==> src/rtl/shift_ll_seq_if.sv <==
// Request/response bundle for the multi-cycle logical left shifter.
// master = requester/consumer side, slave = shifter side.
interface shift_ll_seq_if #(
    parameter int unsigned XLEN = 32
);
    localparam int unsigned AMT_W = 5;

    logic             i_valid;
    logic             o_ready;
    logic [XLEN-1:0]  i_rs;
    logic [AMT_W-1:0] i_amount;
    logic             i_flush;
    logic             o_valid;
    logic             i_ready;
    logic [XLEN-1:0]  o_result;
    logic             o_busy;

    modport master (
        output i_valid, i_rs, i_amount, i_flush, i_ready,
        input  o_ready, o_valid, o_result, o_busy
    );

    modport slave (
        input  i_valid, i_rs, i_amount, i_flush, i_ready,
        output o_ready, o_valid, o_result, o_busy
    );
endinterface

==> src/rtl/shift_ll_seq.sv <==
// Multi-cycle RV32 SLL/SLLI: one log-shifter stage (16/8/4/2/1) per clock.
// Define SHIFT_LL_EARLY_EXIT_EN to finish once the remaining amount bits are zero.
module shift_ll_seq #(
    parameter int unsigned XLEN = 32
) (
    input  logic          i_clk,
    input  logic          i_rst_n,
    shift_ll_seq_if.slave bus
);
    localparam int unsigned AMT_W = 5;
    localparam int unsigned STG_W = 3;

    typedef enum logic [1:0] {
        IDLE,
        SHIFT,
        DONE
    } state_e;

    state_e           state_q, state_d;
    logic [XLEN-1:0]  data_q,  data_d;
    logic [AMT_W-1:0] amt_q,   amt_d;
    logic [STG_W-1:0] stage_q, stage_d;

    logic             ready_c;
    logic             accept_c;
    logic             last_stage_c;
    logic [AMT_W-1:0] step_c;

    // A result in DONE can be handed off and replaced on the same edge.
    assign ready_c  = (state_q == IDLE) || ((state_q == DONE) && bus.i_ready);
    assign accept_c = bus.i_valid && ready_c;
    assign step_c   = AMT_W'(1) << stage_q;

`ifdef SHIFT_LL_EARLY_EXIT_EN
    logic [AMT_W-1:0] low_mask_c;

    // Stop as soon as no lower amount bit remains to be applied.
    assign low_mask_c   = step_c - AMT_W'(1);
    assign last_stage_c = (stage_q == '0) || ((amt_q & low_mask_c) == '0);
`else
    assign last_stage_c = (stage_q == '0);
`endif

    always_ff @(posedge i_clk or negedge i_rst_n) begin
        if (!i_rst_n) begin
            state_q <= IDLE;
            data_q  <= '0;
            amt_q   <= '0;
            stage_q <= '0;
        end else begin
            state_q <= state_d;
            data_q  <= data_d;
            amt_q   <= amt_d;
            stage_q <= stage_d;
        end
    end

    // Flush outranks everything, including a same-edge accept.
    always_comb begin
        state_d = state_q;
        data_d  = data_q;
        amt_d   = amt_q;
        stage_d = stage_q;

        if (bus.i_flush) begin
            state_d = IDLE;
        end else begin
            case (state_q)
                IDLE, DONE: begin
                    if (accept_c) begin
                        data_d  = bus.i_rs;
                        amt_d   = bus.i_amount;
                        stage_d = STG_W'(4);
                        state_d = SHIFT;
                    end else if ((state_q == DONE) && bus.i_ready) begin
                        state_d = IDLE;
                    end
                end
                SHIFT: begin
                    if (amt_q[stage_q]) begin
                        data_d = data_q << step_c;
                    end
                    if (last_stage_c) begin
                        stage_d = '0;
                        state_d = DONE;
                    end else begin
                        stage_d = stage_q - STG_W'(1);
                    end
                end
                default: state_d = IDLE;
            endcase
        end
    end

    assign bus.o_ready  = ready_c;
    assign bus.o_valid  = (state_q == DONE);
    assign bus.o_busy   = (state_q == SHIFT);
    assign bus.o_result = data_q;
endmodule
==> src/flat_wrapper.sv <==
// flat-port wrapper written by rule: the top's interface ports become plain ports
module shift_ll_seq_flat 
#(
    parameter int unsigned XLEN = 32
)
  (i_clk, i_rst_n, bus_i_valid, bus_i_rs, bus_i_amount, bus_i_flush, bus_i_ready, bus_o_ready, bus_o_valid, bus_o_result, bus_o_busy);
  shift_ll_seq_if #(.XLEN(XLEN)) bus_i ();
  input  logic i_clk;
  input  logic i_rst_n;
  input wire logic [$bits(bus_i.i_valid)-1:0] bus_i_valid;
  input wire logic [$bits(bus_i.i_rs)-1:0] bus_i_rs;
  input wire logic [$bits(bus_i.i_amount)-1:0] bus_i_amount;
  input wire logic [$bits(bus_i.i_flush)-1:0] bus_i_flush;
  input wire logic [$bits(bus_i.i_ready)-1:0] bus_i_ready;
  output wire logic [$bits(bus_i.o_ready)-1:0] bus_o_ready;
  output wire logic [$bits(bus_i.o_valid)-1:0] bus_o_valid;
  output wire logic [$bits(bus_i.o_result)-1:0] bus_o_result;
  output wire logic [$bits(bus_i.o_busy)-1:0] bus_o_busy;
  assign bus_i.i_valid = bus_i_valid;
  assign bus_i.i_rs = bus_i_rs;
  assign bus_i.i_amount = bus_i_amount;
  assign bus_i.i_flush = bus_i_flush;
  assign bus_i.i_ready = bus_i_ready;
  assign bus_o_ready = bus_i.o_ready;
  assign bus_o_valid = bus_i.o_valid;
  assign bus_o_result = bus_i.o_result;
  assign bus_o_busy = bus_i.o_busy;
  shift_ll_seq #(.XLEN(XLEN)) u_core (.i_clk(i_clk), .i_rst_n(i_rst_n), .bus(bus_i));
endmodule
==> config.mk <==
export PLATFORM = sky130hd
export DESIGN_NAME = shift_ll_seq_flat
export DESIGN_NICKNAME = d
export VERILOG_FILES = /design/src/rtl/shift_ll_seq_if.sv /design/src/rtl/shift_ll_seq.sv /design/src/flat_wrapper.sv
export SDC_FILE = /design/constraint.sdc
export NUM_CORES = 1
export LEC_CHECK = 0
export ABC_AREA = 1
export CAP_MARGIN = 30
export CORE_MARGIN = 2
export CORE_UTILIZATION = 30
export CTS_BUF_LIST = sky130_fd_sc_hd__clkbuf_16
export DETAILED_ROUTE_END_ITERATION = 8
export MAX_ROUTING_LAYER = met4
export SYNTH_ARGS = -nofsm -noshare
export SYNTH_HDL_FRONTEND = slang
export SYNTH_SLANG_ARGS = --single-unit
==> constraint.sdc <==
create_clock -name i_clk -period 4.4 [get_ports i_clk]
set_input_delay 0.88 -clock i_clk [delete_from_list [all_inputs] [get_ports i_clk]]
set_output_delay 0.88 -clock i_clk [all_outputs]
set_load 0.01 [all_outputs]
==> implementation parameters <==
Parameter                              Value

Run status
  Outcome ... complete, no violations

Routing
  Initial DRC count ... 604
  Metal-1 WL ... 6.634 mm
  Highest metal layer with signal wires ... met4
  Detailed-routed wire length on met2 ... 6.726 mm
  Met3 wire length ... 1.059 mm
  Vias ... 4436
  Sum of routed wire length over all layers ... 14.63 mm
  Remaining design rule violation count ... 0
  Number of antenna-violating nets in the routed design ... 0
  Via density ... 5.545
  Post-detailed-route wirelength per cell ... 18.29 um
  First-pass iteration count of the detailed router ... 6

Critical path
  Required @ worst endpoint ... 4.60 ns
  Setup CP Type ... input port to flop
  Kind of end point of the critical path ... flop
  Kind of start point of the critical path ... input port
  Maximum fanout along the worst path ... 36
  Data arrival, critical path ... 3.41 ns

Die
  DIE WIDTH ... 114.2 um
  Die Y ... 114.2 um
  Cell Rows ... 40
  Effective utilization at floorplan ... 0.3057
  Standard cell core area ... 11910 um2
  Number of primary I/O pins ... 77
  Total die area ... 13030 um2

Yosys
  Yosys top cell area share ... 0.2887
  Async SR Flop Fraction ... 1.000
  Synthesized area per cell ... 6.099 um2
  Cell taking the most area after synthesis ... dfrtp_1
  Share of the yosys chip area belonging to registers ... 0.2887
  Synthesized net count ... 639
  Netlist area before placement ... 3641 um2
  Number of synthesized register bits ... 42
  Count of synthesis-stage warnings from yosys ... 0
  Top post-synthesis cells by count ... nand2_1 (153), nand3_1 (137), nor2_1 (59)
  Most instantiated flip-flop cell in the synthesis netlist ... dfrtp_1
  Most frequent cell after synthesis ... nand2_1
  Count of flip-flops with a built-in enable after synthesis ... 0
  Syn Inst Count ... 597
  Main area contributors after synthesis ... dfrtp_1 (29%), nand3_1 (19%), nand2_1 (16%)
  Cell variety after synth ... 27

Clock tree
  Sinks on the clock net ... 42
  Clock-pin slew on the worst setup and hold paths ... 0.07 ns
  # hold bufs at CTS ... 0
  Count of buffers added by post-CTS timing repair for setup ... 0
  Max clock buf depth ... 2
  CTS tree ... yes
  # resized after CTS ... 0
  Number of levels the H-tree was split into ... 2
  CTS Buf Count ... 5
  Clock latency on the worst-skew pair ... 0.30 ns
  Root buffer cell ... clkbuf_16

Layout
  Ant. Diodes ... 0
  Share of layout cells above drive strength 1 ... 0.05207
  Area delta synth->final ... 27.59%
  Utilization after layout ... 0.3900
  Layout Cells excl Fill ... 800
  Net count reported at finish ... 694

Job
  Number of max-cap violations ... 0

Min path
  Type of the tightest min-delay check ... flop to flop

Global routing
  Leftover overflow at the end of global routing ... 0
  Maximum number of pins on one net before global-route repair ... 44
  Initial antenna violation count ... 0
  First-pass GRT wire length ... 23.33 mm
  Number of global-route vias before repair ... 4349
  Total global-route track usage ... 0.2339

STA
  Tcrit/Tclk final ... 0.7304
  Max Clock Skew ... 0.006547 ns
  RSZ-0062 raised after global routing ... false
  Tightest Pin Transition ... 0.9722 ns
  Final critical-path required period ... 3.214 ns
  Worst setup margin ... 1.186 ns
  Number of slew-limit violations in the final report ... 0
  Worst-case headroom to the max-slew limit ... 0.3504
  Final hold viol count ... 0
  Achievable clock frequency ... 0.3111 GHz
  Final setup vio count ... 0
  Setup_tns ... 0 ns

Place
  Placed wire-length estimate ... 10.50 mm
  Worst-case setup slack after placement ... 0.8673 ns
  Count of port buffers added during placement ... 76
  Routability Congestion ... 0.9107
  Placed cell count ... 792

Power and ir drop
  Leakage power ... 2.103 nW
  Maximum vdd drop ... 0.2873 mV
  Power per standard cell area ... 816.5 nW/um2
==> flip-flops by register name, indices dropped and copies added, names as in the netlist <==
register             count
u_core.amt_q             5
u_core.bus.o_result     32
u_core.state_q           2
u_core.stage_q           3
==> final timing paths <==
path                              startpoint                      end  slack, ns  cells after the start
setup reg to reg           u_core.stage_q[1]  u_core.bus.o_result[22]       1.50                     11
hold reg to reg              u_core.amt_q[0]          u_core.amt_q[0]       0.49                      2
max in group asynchronous            i_rst_n  u_core.bus.o_result[13]       3.33                      2
setup / recovery                 bus_i_ready  u_core.bus.o_result[22]       1.19                     12
hold / removal               u_core.amt_q[0]          u_core.amt_q[0]       0.49                      2
min in group asynchronous            i_rst_n   u_core.bus.o_result[1]       0.56                      1
==> where the power goes <==
group / switching [mW] / internal, mW
Combinational: 1.65 / 0.900
Sequential: 0.245 / 0.563
Clock: 0.165 / 0.266
Total: 2.06 / 1.73
==> metrics by stage <==
stage / instance area [um2] / power (mW) / hold WS (ns)
after CTS: 4646 / 3.772 / 0.4959
after detailed placement: 4481 / 3.324 / 0.4740
final: 4646 / 3.793 / 0.4909
after global routing: 4646 / 4.128 / 0.5284
after floorplan: 3641 / 2.422 / 0.4422
after global placement: 4453 / 3.323 / 0.4646
==> per-layer routing <==
layer,vias up,GRT usage
met1,2091,0.3144
met2,206,0.3667
li1,2116,-
met4,0,0.05772
met5,-,-
met3,23,0.04182
==> layout by cell type, fill, tap and decap left out <==
cell type	synthesis	layout
inv_1	43	43
a21boi_0	1	1
nand3_1	137	137
buf_4	6	9
o21ai_1	1	1
clkdlybuf4s50_1	0	75
and2_1	2	2
o21ai_0	17	17
nor3_1	2	2
inv_2	3	3
clkinv_2	0	2
a21oi_1	43	43
nor2_2	1	1
nand2_2	3	3
nor2_4	3	3
nand3b_1	2	2
a22oi_1	4	4
o31ai_1	2	2
o211ai_1	8	8
clkbuf_16	0	5
buf_2	18	1
nand2_1	153	153
bufinv_16	0	1
nor3_4	1	1
a21oi_4	1	1
or2_2	3	3
buf_16	0	1
nand4_1	28	28
dfrtp_1	42	42
nor2_1	59	59
==> worst max-delay path: stages <==
cell,delay (ns)
clkdlybuf4s50_1,0.45
inv_1,0.05
nand2_1,0.07
nand3_1,0.09
nor2_1,0.50
nor2_1,0.18
a21oi_4,0.78
nand2_1,0.11
nor2_1,0.12
nand3_1,0.07
nand2_1,0.06
inv_1,0.03
==> cell type report <==
cell class,count,area (um2)
clock buffer,5,125.1
clock inverter,3,40.04
fill,1336,7266
inverter,46,172.7
multi-input combinational,471,2222
sequential,42,1051
tap,147,183.9
timing repair buffer,86,850.8
==> kinds of logic after synthesis <==
group                  synth area share
AND/OR/NAND/NOR                  0.4911
flip-flops                       0.2887
AO/OA/AOI/OAI                    0.1192
buffers and inverters            0.1010
(Power assumes the default switching activity.)
